==> src/rtl/sr_c_latch_pkg.sv <==
// Shared types and next-state decode for the synchronous gated SR latch bank.
package sr_c_latch_pkg;

    typedef enum logic [1:0] {
        ST_RESET   = 2'b00,
        ST_SET     = 2'b01,
        ST_ILLEGAL = 2'b10
    } cell_state_t;

    localparam cell_state_t CELL_RST_STATE = ST_RESET;

    // Next state of one cell from gate, set/reset requests and current state.
    // ILLEGAL never holds across an edge that does not re-assert it: it falls
    // back to RESET so the cell always leaves the S=R=1 condition deterministically.
    function automatic cell_state_t next_state(
        input logic        c,
        input logic        s,
        input logic        r,
        input cell_state_t state
    );
        cell_state_t nxt;
        nxt = state;
        if (c) begin
            case ({s, r})
                2'b10:   nxt = ST_SET;
                2'b01:   nxt = ST_RESET;
                2'b11:   nxt = ST_ILLEGAL;
                2'b00:   nxt = (state == ST_ILLEGAL) ? ST_RESET : state;
                default: nxt = CELL_RST_STATE;
            endcase
        end else begin
            nxt = (state == ST_ILLEGAL) ? ST_RESET : state;
        end
        // Unused encoding 2'b11 recovers to the reset state.
        if ((nxt != ST_RESET) && (nxt != ST_SET) && (nxt != ST_ILLEGAL)) begin
            nxt = CELL_RST_STATE;
        end else begin
            nxt = nxt;
        end
        return nxt;
    endfunction

endpackage

==> src/rtl/sr_c_latch_cell.sv <==
// One synchronous SR cell: state register plus Q/Qn/illegal decode from state.
module sr_c_latch_cell
    import sr_c_latch_pkg::*;
(
    input  logic clk,
    input  logic rst_n,
    input  logic c,
    input  logic s,
    input  logic r,
    output logic q,
    output logic qn,
    output logic illegal
);

    cell_state_t state_q;
    cell_state_t state_d;

    // Next-state decode of the gated SR command.
    always_comb begin
        state_d = next_state(c, s, r, state_q);
    end

    // State register with synchronous active-low reset.
    always_ff @(posedge clk) begin
        if (!rst_n) begin
            state_q <= CELL_RST_STATE;
        end else begin
            state_q <= state_d;
        end
    end

    // Output decode from the registered state only, so outputs never see S/R directly.
    always_comb begin
        q       = 1'b0;
        qn      = 1'b1;
        illegal = 1'b0;
        case (state_q)
            ST_SET: begin
                q       = 1'b1;
                qn      = 1'b0;
                illegal = 1'b0;
            end
            ST_ILLEGAL: begin
                q       = 1'b0;
                qn      = 1'b0;
                illegal = 1'b1;
            end
            ST_RESET: begin
                q       = 1'b0;
                qn      = 1'b1;
                illegal = 1'b0;
            end
            default: begin
                q       = 1'b0;
                qn      = 1'b1;
                illegal = 1'b0;
            end
        endcase
    end

endmodule

==> src/rtl/sr_c_latch.sv <==
// Bank of WIDTH independent synchronous SR cells sharing one gate enable.
module sr_c_latch
    import sr_c_latch_pkg::*;
#(
    parameter int WIDTH = 1
) (
    input  logic             clk,
    input  logic             rst_n,
    input  logic             C,
    input  logic [WIDTH-1:0] S,
    input  logic [WIDTH-1:0] R,
    output logic [WIDTH-1:0] Q,
    output logic [WIDTH-1:0] Qn,
    output logic [WIDTH-1:0] illegal
);

    genvar gi;
    generate
        for (gi = 0; gi < WIDTH; gi = gi + 1) begin : g_cell
            sr_c_latch_cell u_cell (
                .clk     (clk),
                .rst_n   (rst_n),
                .c       (C),
                .s       (S[gi]),
                .r       (R[gi]),
                .q       (Q[gi]),
                .qn      (Qn[gi]),
                .illegal (illegal[gi])
            );
        end
    endgenerate

endmodule

==> config.mk <==
export PLATFORM = sky130hd
export DESIGN_NAME = sr_c_latch
export DESIGN_NICKNAME = d
export VERILOG_FILES = /design/src/rtl/sr_c_latch_pkg.sv /design/src/rtl/sr_c_latch_cell.sv /design/src/rtl/sr_c_latch.sv
export SDC_FILE = /design/constraint.sdc
export NUM_CORES = 1
export LEC_CHECK = 0
export CAP_MARGIN = 20
export CORE_AREA = 2 2 39 41
export CTS_CLUSTER_DIAMETER = 50
export DETAILED_ROUTE_END_ITERATION = 6
export DIE_AREA = 0 0 41 43
export GPL_TIMING_DRIVEN = 0
export HOLD_SLACK_MARGIN = 0.12
export SLEW_MARGIN = 20
export SYNTH_ARGS = -nofsm -noshare
export SYNTH_HDL_FRONTEND = slang
export SYNTH_SLANG_ARGS = --single-unit
export TNS_END_PERCENT = 1
==> constraint.sdc <==
create_clock -name clk -period 1.88 [get_ports clk]
set_input_delay 0.282 -clock clk [delete_from_list [all_inputs] [get_ports clk]]
set_output_delay 0.282 -clock clk [all_outputs]
set_load 0.05 [all_outputs]
Word-level counts from Yosys, hierarchy flattened
Cells that the tools add are included.
{"block": "classes", "muxes": 6, "n_reduce_logical": 6, "n_bitwise": 1, "n_eq_ne": 7}
{"operator": "one-hot mux 2 bit (4 select lines)", "count": 1}
{"operator": "equality test 2 bit (second input constant)", "count": 3}
{"operator": "equality test 2 x 1 -> 1 bit (second input constant)", "count": 2}
{"operator": "two-way mux 2 bit", "count": 2}
{"operator": "OR reduction 2 bit", "count": 2}
{"operator": "two-way mux 1 bit", "count": 3}
{"operator": "logical AND 1 bit", "count": 2}
{"operator": "logical NOT 2 bit", "count": 1}
{"operator": "!= test 2 x 1 -> 1 bit (second input constant)", "count": 1}
{"operator": "!= test 2 bit (second input constant)", "count": 1}
{"operator": "nonzero test 2 bit", "count": 1}
{"operator": "inverter 1 bit", "count": 1}
{"block": "totals", "register_bits": 2, "word_cells": 21, "in_bits": 5, "out_inout_bits": 3}

Depth between registers and ports, before layout
Gate-level depths: netlist (run 1).
{"block": "depth", "word_depth": 8, "ltp_mapped": 5, "mapped_depth_nobuf": 5}

Worst setup path after synthesis (run 1)
Ideal clock, no wire load.
{"block": "synth_path", "path_kind": "reg-to-reg", "startpoint": "register g_cell[0].u_cell.state_q[0]", "endpoint": "register g_cell[0].u_cell.state_q[0]", "arrival_time_ns": 1.303, "path_buffers": 0, "stages_incl_launch_ff": 6, "setup_ns": 0.060, "setup_slack_ns": 0.518, "period_less_slack_ns": 1.362, "required_time_ns": 1.820, "path_cell_list": "dfxtp_1 > inv_1 > ha_1 > nand2b_1 > a22oi_1 > and3_1"}
{"block": "synth_via", "elab_chain_len": 8, "word_cells_on_any_way": 10}
{"item": "start: declaration", "line_no": "sr_c_latch_cell.sv:15", "text": "cell_state_t state_q;"}
{"item": "start signal: assignment", "line_no": "sr_c_latch_cell.sv:28", "text": "state_q <= state_d;"}
{"item": "equality test 2 bit", "line_no": "sr_c_latch_pkg.sv:28, sr_c_latch_pkg.sv:32"}
{"item": "two-way mux 2 bit *", "line_no": "sr_c_latch_pkg.sv:28, sr_c_latch_pkg.sv:32"}
{"item": "one-hot mux 2 bit (4 select lines)", "line_no": "sr_c_latch_pkg.sv:24", "text": "case ({s, r})"}
{"item": "two-way mux 2 bit *", "line_no": "sr_c_latch_pkg.sv:23", "text": "if (c) begin"}
{"item": "!= test 2 x 1 -> 1 bit or nonzero test 2 bit (tied branches)", "line_no": "sr_c_latch_pkg.sv:35", "text": "if ((nxt != ST_RESET) && (nxt != ST_SET) && (nxt != ST_ILLEGAL)) begin"}
{"item": "logical AND 1 bit (2 in a row)", "line_no": "sr_c_latch_pkg.sv:35"}
{"item": "OR reduction 2 bit (no line)"}
Mark *: on every way between the ends. The rest lies on a longest branch, timed or not.
A chain may end at the register's enable or synchronous reset.

Final worst setup path (run 1)
{"block": "layout_path", "startpoint": "register g_cell[0].u_cell.state_q[0]", "endpoint": "output Qn"}
{"block": "layout_via", "elab_chain_len": 3, "word_cells_on_any_way": 4}
{"item": "equality test 2 x 1 -> 1 bit or equality test 2 bit (tied branches)", "line_no": "sr_c_latch_cell.sv:37", "text": "case (state_q)"}
{"item": "OR reduction 2 bit (no line) *"}
{"item": "two-way mux 1 bit *", "line_no": "sr_c_latch_cell.sv:37"}
{"item": "end: declaration", "line_no": "sr_c_latch.sv:13", "text": "output logic [WIDTH-1:0] Qn,"}
Marks and branches as above.

==> metrics.md, run 1 <==
| Metric | Value |
|---|---|
| Status | `finished clean` |
| Cell leakage power | `0.140 nW` |
| Worst-path clk slew | `0.03 ns` |
| Post-CTS setup buffers | `0` |
| Vias/cell | `3.20` |
| Tightest Pin Transition | `0.500 ns` |
| Crit path cell chain | `inv_1, ha_1, dlygate4sd2_1` |
| Final weighted congestion in routability-driven placement | `0.458` |
| Rel. slew slack | `66.6%` |
| WL met3 | `49 µm` |
| Routed length on met2 | `109 µm` |
| Total number of yosys warnings | `0` |
| Area of the multi-input gates | `85.1 µm²` |
| Share of cells above drive strength 1 | `12.0%` |
| Critical path peak fanout | `4` |
| Largest reg by FF count | `g_cell.u_cell.state_q` |
| Hpwl dp | `214 µm` |
| IO Count | `8` |
| # nets final | `35` |
| Rows | `14` |
| Final setup viols | `0` |
| Mapped Area | `133 µm²` |
| Final ANT Viol Nets | `0` |
| TritonCTS Buffers | `3` |
| Setup_tns | `0 ns` |
| Max reg flops | `2` |
| Top flop regs | `g_cell.u_cell.state_q x2` |
| Met1 WL | `135 µm` |
| WL final | `293 µm` |
| Synth unique cells | `10` |
| Max cap viols | `0` |
| First-pass GRT wire length | `427 µm` |
| P&R area growth vs syn | `87.7%` |
| Clk sink count | `2` |
| Chip Height | `43 µm` |
| H-Tree Depth | `1` |
| GRT overflow | `0` |
| Critical path type | `flop to output port` |
| DRT iter0 DRCs | `1` |
| Clock Tree Buf Depth | `2` |
| Syn Nets | `23` |
| Vias | `131` |
| Worst setup margin | `0.174 ns` |
| Top layer in use | `met3` |
| Flops & latches, synth | `2` |
| WL per Instance | `7.15 µm` |
| Layout fillers | `162` |
| Commonest non-fill, non-tap cell in the layout | `clkdlybuf4s50_1` |
| Worst Skew | `0.00184 ns` |
| Drt pass-1 iters | `2` |
| RSZ-0062 raised after global routing | `false` |
| Min Tclk post-route | `1.71 ns` |
| PwrDens | `705 nW/µm²` |
| Fmax | `0.586 GHz` |
| Vias in the first global route | `116` |
| Sequential area share after synthesis | `30.2%` |
| Die area | `1760 µm²` |
| CP startpoint kind | `flop` |
| Peak supply drop | `131 µV` |
| Fin crit share | `90.7%` |
| Initial core utilization | `9.58%` |
| Pre-CTS setup slack | `0.116 ns` |
| Crit path DAT | `1.42 ns` |
| GR Util All Layers | `4.80%` |
| Critical-path top delay cell | `dlygate4sd2_1` |
| Register area | `40.0 µm²` |
| Worst min-delay path category | `primary input to flop` |
| Mean Syn Cell Area | `8.84 µm²` |
| Initial antenna violation count | `0` |
| Die Wd | `41 µm` |
| TritonCTS clock tree | `yes` |
| Number of port buffers | `7` |
| Worst-Skew Late Latency | `0.22 ns` |
| Diodes inserted | `0` |
| Clk Tree Root Cell | `clkbuf_4` |
| Largest net degree at the start of global routing | `5` |
| Most frequent cells in the layout | `clkdlybuf4s50_1 (4), ha_1 (3), clkbuf_4 (3)` |
| Max incr delay on CP | `0.52 ns` |
| Max Slew Vio Count | `0` |
| DR DRC count | `0` |
| Post-synthesis cell count | `15` |
| Crit end category | `output port` |
| Required time worst endpoint | `1.60 ns` |
| Hold Fails Final Rpt | `0` |
| Core area | `1380 µm²` |
timing repair:
item | 4_1_cts | 5_1_grt
resized for setup | 1 | 2
hold buffers | 0 | 0
hold endpoints to repair | 0 | 0
setup endpoints to repair | 1 | 2
pin swaps | 0 | 0
worst max-delay path: cells and delay by family, from the launching register on:
kind	cells	cell delay, ns
buf+inv	2	0.58
flops	1	0.36
fa+ha+maj	1	0.26
area by class of cell:
| type | instances | area share (%) |
|---|---|---|
| Clock buffer | 3 | 9.05 |
| Inverter | 2 | 3.02 |
| Multi-Input combinational cell | 11 | 34.2 |
| Sequential cell | 2 | 16.1 |
| Tap cell | 16 | 8.04 |
| Timing Repair Buffer | 7 | 29.6 |
Yosys cell counts:
cell      count  area share, %
ha_1          3             28
a22oi_1       1            5.7
o21ai_0       1            3.8
nor3b_1       1            5.7
inv_1         2            5.7
dfxtp_1       2             30
and3_1        2            9.4
nand2b_1      1            4.7
nand2_1       1            2.8
a21oi_1       1            3.8
routing by layer:
layer	up-vias	GRT usage [%]
met5	-	0
met4	0	8.00
met3	0	6.28
met2	7	4.38
met1	53	3.18
li1	71	-
cell families (layout without fill, tap and decap cells):
| kind of cell | count (synthesis) | after routing | synth area share, % |
|---|---|---|---|
| AOI/OAI and AO/OA | 3 | 3 | 13.2 |
| adders and majority gates | 3 | 3 | 28.3 |
| DFF | 2 | 2 | 30.2 |
| and+or+nand+nor | 5 | 5 | 22.6 |
| buffers and inverters | 2 | 12 | 5.66 |
power by group:
part	internal [mW]	switching, mW
combinational	0.0157	0.0198
clock	0.0703	0.0235
sequential	0.0446	0.00156
through the flow:
stage | cells | hold slack, ns | util (%) | area (µm²) | power (mW)
final | 41 | 0.657 | 18.0 | 249 | 0.176
after detailed placement | 38 | 0.695 | 16.1 | 223 | 0.0842
after CTS | 41 | 0.653 | 17.6 | 244 | 0.184
after global placement | 38 | 0.692 | 16.1 | 223 | 0.0840
after global routing | 41 | 0.657 | 18.0 | 249 | 0.194
after floorplan | 15 | 0.428 | - | 133 | 0.0684
path summary, 6_finish.rpt:
| path | slack (ns) | end | cells past startpoint | from |
|---|---|---|---|---|
| max | 0.17 | Qn | 3 | g_cell[0].u_cell.state_q[0] |
| min | 0.66 | g_cell[0].u_cell.state_q[1] | 2 | rst_n |
| max reg2reg | 0.71 | g_cell[0].u_cell.state_q[0] | 5 | g_cell[0].u_cell.state_q[0] |
| min reg2reg | 0.69 | g_cell[0].u_cell.state_q[1] | 3 | g_cell[0].u_cell.state_q[0] |
(Power assumes the default switching activity.)
==> run 2: changes to the inputs <==
- HOLD_SLACK_MARGIN: 0.12 -> 0.05
==> results of run 2 <==
No change in the layout: final DEF, timing and power equal those of run 1.
==> RTL change 1 (settings of run 1) <==
Encoding of `cell_state_t`: now one-hot (3 bits for 3 states).
--- a/src/rtl/sr_c_latch_pkg.sv
+++ b/src/rtl/sr_c_latch_pkg.sv
@@ -3,6 +3,6 @@
 
-    typedef enum logic [1:0] {
-        ST_RESET   = 2'b00,
-        ST_SET     = 2'b01,
-        ST_ILLEGAL = 2'b10
+    typedef enum logic [2:0] {
+        ST_RESET   = 3'b001,
+        ST_SET     = 3'b010,
+        ST_ILLEGAL = 3'b100
     } cell_state_t;
Formal check against the unedited RTL: no difference found for any inputs over 10 cycles, from zero or initial values; not proved beyond that.
==> RTL change 1 against run 1 <==
Sequential share of layout area rose by 7.8 points. Power rose by 13%. Synthesized area grew 0.94%. Sequential cell count up 1. Synthesized cell count up 6.7%. Final cell count rose by 4.9%. Clock skew down 0.54 ps. Setup slack gained 50 ps. Global-route usage up 0.83 points. First-iteration DRC count increased to 5.0 times the old value. Wire length decreased by 8.9%. Final area rose by 1.0%.
==> RTL change 1: results (changes against run 1) <==
[metrics] result of the run: complete, no violations (unchanged)
[metrics] Post-layout nets: 33 (was 35)
[metrics] worst setup timing slack at the placement stage: 168.5 ps (was 116.3 ps)
[metrics] leakage dissipation: 0.1063 nW (was 0.1395 nW)
[metrics] later-pin clock latency in the skew report: 230 ps
[metrics] clock slew seen by the registers of the worst setup and hold paths: 40 ps
[metrics] post-synth net total: 21 (was 23)
[metrics] HPWL reported at the end of detailed placement: 223.5 um (was 213.5 um)
[metrics] registers with the most flip-flops: g_cell.u_cell.state_q x3 (was g_cell.u_cell.state_q x2)
[metrics] worst slew pin tran: 482.8 ps (was 499.9 ps)
[metrics] Initial DRC Count: 5 (was 1)
[metrics] GRT met3 Usage: 4.712% (was 6.283%)
[metrics] data arrival at the endpoint of the critical path: 1370 ps (was 1420 ps)
[metrics] Post-synth top cells: dfxtp_1, and3_1, nor2_1 (was ha_1, and3_1, dfxtp_1, inv_1)
[metrics] number of resized instances in the post-cts repair step: 3 (was 1)
[metrics] Comb group: 0.0193 mW (was 0.0355 mW)
[metrics] WL per Instance: 6.209 um (was 7.146 um)
[metrics] Pwr Density: 787.6 nW/um^2 (was 704.9 nW/um^2)
[metrics] proportion of power drawn by flip-flops and latches: 34.4% (was 26.3%)
[metrics] largest net degree at the start of global routing: 6 (was 5)
[metrics] Power, Total: 0.1981 mW (was 0.1755 mW)
[metrics] met1 capacity usage during global routing: 7.120% (was 3.185%)
[metrics] Via-to-Cell Ratio: 3.372 (was 3.195)
[metrics] Tightest Hold Check Type: flip-flop to flip-flop (was input pin to flip-flop)
[metrics] Met3 Routed Length: 21 um (was 49 um)
[metrics] switching power: 0.04084 mW (was 0.04489 mW)
[metrics] placed insts: 39 (was 38)
[metrics] via count of the routed design: 145 (was 131)
[metrics] met2 usage in global routing: 4.063% (was 4.375%)
[metrics] filler cell count: 158 (was 162)
[metrics] compound-gate portion of the synthesized area: 18.69% (was 13.21%)
[metrics] post-synthesis sequential area ratio: 44.86% (was 30.19%)
[metrics] CP max FO: 3 (was 4)
[metrics] unique cell type count in the Yosys netlist: 12 (was 10)
[metrics] Post-Synth Adder-Cell Area: 0% (was 28.30%)
[metrics] top cells by area, synth: dfxtp_1, and3_1, a22oi_1 (was dfxtp_1, ha_1, and3_1)
[metrics] first-pass GRT wire length: 565 um (was 427 um)
[metrics] total routing resource utilization after global routing: 5.634% (was 4.805%)
[metrics] Avg Synthesized Cell Area: 8.367 um^2 (was 8.842 um^2)
[metrics] worst voltage drop across the vdd grid: 0.1192 mV (was 0.1311 mV)
[metrics] number of antenna violations at the first check in global routing: 0 (unchanged)
[metrics] length of routed met2 wiring: 106 um (was 109 um)
[metrics] router iterations before antenna repair: 4 (was 2)
[metrics] placed inst area: 229.0 um^2 (was 222.7 um^2)
[metrics] global placement routability congestion: 0.6986 (was 0.4584)
==> RTL change 1: worst register-to-register path, stage by stage, from the launching register on <==
cell and delay, ps:
dfxtp_1 330, nand2b_1 150, a22oi_1 70, and3_1 180
==> RTL change 1: final timing paths <==
| path | cells after the start | slack (ps) | startpoint | to |
|---|---|---|---|---|
| worst min register to register | 2 | 530 | g_cell[0].u_cell.state_q[2] | g_cell[0].u_cell.state_q[0] |
| worst min-delay path | 2 | 530 | g_cell[0].u_cell.state_q[2] | g_cell[0].u_cell.state_q[0] |
| worst max register to register | 3 | 1040 | g_cell[0].u_cell.state_q[0] | g_cell[0].u_cell.state_q[1] |
| worst max-delay path | 3 | 220 | g_cell[0].u_cell.state_q[0] | Q |
==> RTL change 1: final cells by class <==
cell class	count	share of cell area, %
multi-input cells	13	31.34
repair buffers	7	26.37
flip-flops and latches	3	23.88
clock buffers	4	10.45
well taps	16	7.960
==> RTL change 2 (config.mk and constraints of run 1) <==
Made on the original files. Add an input register stage for `C`, `S` and `R`, without a reset; this delays them by one clock. Comments in the files are not updated.
--- a/src/rtl/sr_c_latch.sv
+++ b/src/rtl/sr_c_latch.sv
@@ -16,2 +16,12 @@
 
+    logic C_q;
+    logic [WIDTH-1:0] S_q;
+    logic [WIDTH-1:0] R_q;
+
+    always_ff @(posedge clk) begin
+        C_q <= C;
+        S_q <= S;
+        R_q <= R;
+    end
+
     genvar gi;
@@ -22,5 +32,5 @@
                 .rst_n   (rst_n),
-                .c       (C),
-                .s       (S[gi]),
-                .r       (R[gi]),
+                .c       (C_q),
+                .s       (S_q[gi]),
+                .r       (R_q[gi]),
                 .q       (Q[gi]),
Behaviour: not the same (Yosys sat finds a counterexample within 4 cycles, from zero or initial values).
==> RTL change 2 against run 1 <==
Largest cell class is now sequential cells. Sequential cell count up 3. Power up 52%. Setup slack worse by 19 ps. Wire length is 3.8% lower. Final area grew 26%. Worst hold slack worse by 170 ps. Count of clock-buffer cells in the layout up 1. Synthesized area up 45%. Clock power increased by 25%.
==> RTL change 2: results (changes against run 1) <==
[metrics] global placement routability congestion: 0.6692 (was 0.4584)
[metrics] placed inst area: 282.8 um^2 (was 222.7 um^2)
[metrics] leakage dissipation: 0.1660 nW (was 0.1395 nW)
[metrics] Most flops, register: g_cell.u_cell.state_q (unchanged)
[metrics] number of buffers inserted by port buffering: 7 (unchanged)
[metrics] Layout Skew: 1.802 ps (was 1.836 ps)
[metrics] placed insts: 41 (was 38)
[metrics] slack of the worst reg-to-reg path: 700 ps
[metrics] post-route met1 wirelength: 124 um (was 135 um)
[metrics] count of mapped cells out of synthesis: 18 (was 15)
[metrics] worst setup timing slack at the placement stage: 114.7 ps (was 116.3 ps)
[metrics] period utilisation layout: 91.74% (was 90.74%)
[metrics] post-synthesis sequential area ratio: 51.95% (was 30.19%)
[metrics] worst-case headroom to the max-slew limit: 66.67% (was 66.62%)
[metrics] filler cell count: 145 (was 162)
[metrics] detailed-route wire length: 282 um (was 293 um)
[metrics] core utilization of the finished layout: 22.60% (was 17.99%)
[metrics] worst voltage drop across the vdd grid: 0.3960 mV (was 0.1311 mV)
[metrics] via count of the routed design: 153 (was 131)
[metrics] vias in the first global route: 137 (was 116)
[metrics] Post-synth top cells: dfxtp_1, ha_1, and3_1, inv_1 (was ha_1, and3_1, dfxtp_1, inv_1)
[metrics] switching power: 0.05910 mW (was 0.04489 mW)
[metrics] total routing resource utilization after global routing: 4.326% (was 4.805%)
[metrics] router iterations before antenna repair: 4 (was 2)
[metrics] Via-to-Cell Ratio: 3.400 (was 3.195)
[metrics] first-pass GRT wire length: 483 um (was 427 um)
[metrics] length of routed met2 wiring: 121 um (was 109 um)
[metrics] Post-layout nets: 38 (was 35)
[metrics] result of the run: complete, no violations (unchanged)
[metrics] data arrival at the endpoint of the critical path: 1440 ps (was 1420 ps)
[metrics] Met3 Routed Length: 36 um (was 49 um)
[metrics] Initial DRC Count: 6 (was 1)
[metrics] post-synth net total: 26 (was 23)
[metrics] hold slack final: 491.1 ps (was 657.5 ps)
RTL change 2: layer usage:
layer / up-vias / global-route usage (%)
met4: 0 / 2.000
met2: 9 / 4.375
met5: - / 0
met1: 63 / 5.502
li1: 81 / -
met3: 0 / 4.712
RTL change 2: cells by family after synthesis:
group	share of synthesized area, %
AO/OA/AOI/OAI	9.087
adder cells (fa/ha/maj)	19.48
buffers and inverters	3.898
flip-flops	51.95
AND/OR/NAND/NOR	15.59
RTL change 2: area by class of cell:
class,count,share of cell area [%]
sequential,5,32.00
timing repair buffer,7,23.60
multi-input combinational,11,27.20
tap,16,6.400
inverter,2,2.400
clock buffer,4,8.400
RTL change 2: critical path, delay by kind of cell, from the launching register on:
family	cells	cell delay (ps)
fa+ha+maj	1	270
buf+inv	2	580
flops	1	370
RTL change 2: timing repair:
item	in CTS	in global routing
cloned	0	0
endpoints found under the setup margin	1	2
gates resized for setup	1	2
hold buffers	0	0
RTL change 2: power groups by stage:
stage	clock, mW	sequential (mW)	combinational [mW]
floorplan	0	0.117	0.0215
global placement	0	0.117	0.0350
detailed placement	0	0.117	0.0351
CTS	0.122	0.116	0.0340
global route	0.135	0.116	0.0363
finish	0.117	0.116	0.0332
RTL change 2: final timing paths:
| check | to | cells past startpoint | startpoint |
|---|---|---|---|
| max | Qn | 3 | g_cell[0].u_cell.state_q[0] |
| min reg2reg | g_cell[0].u_cell.state_q[1] | 2 | R_q |
| max reg2reg | g_cell[0].u_cell.state_q[0] | 5 | g_cell[0].u_cell.state_q[0] |
| min | S_q | 1 | S |
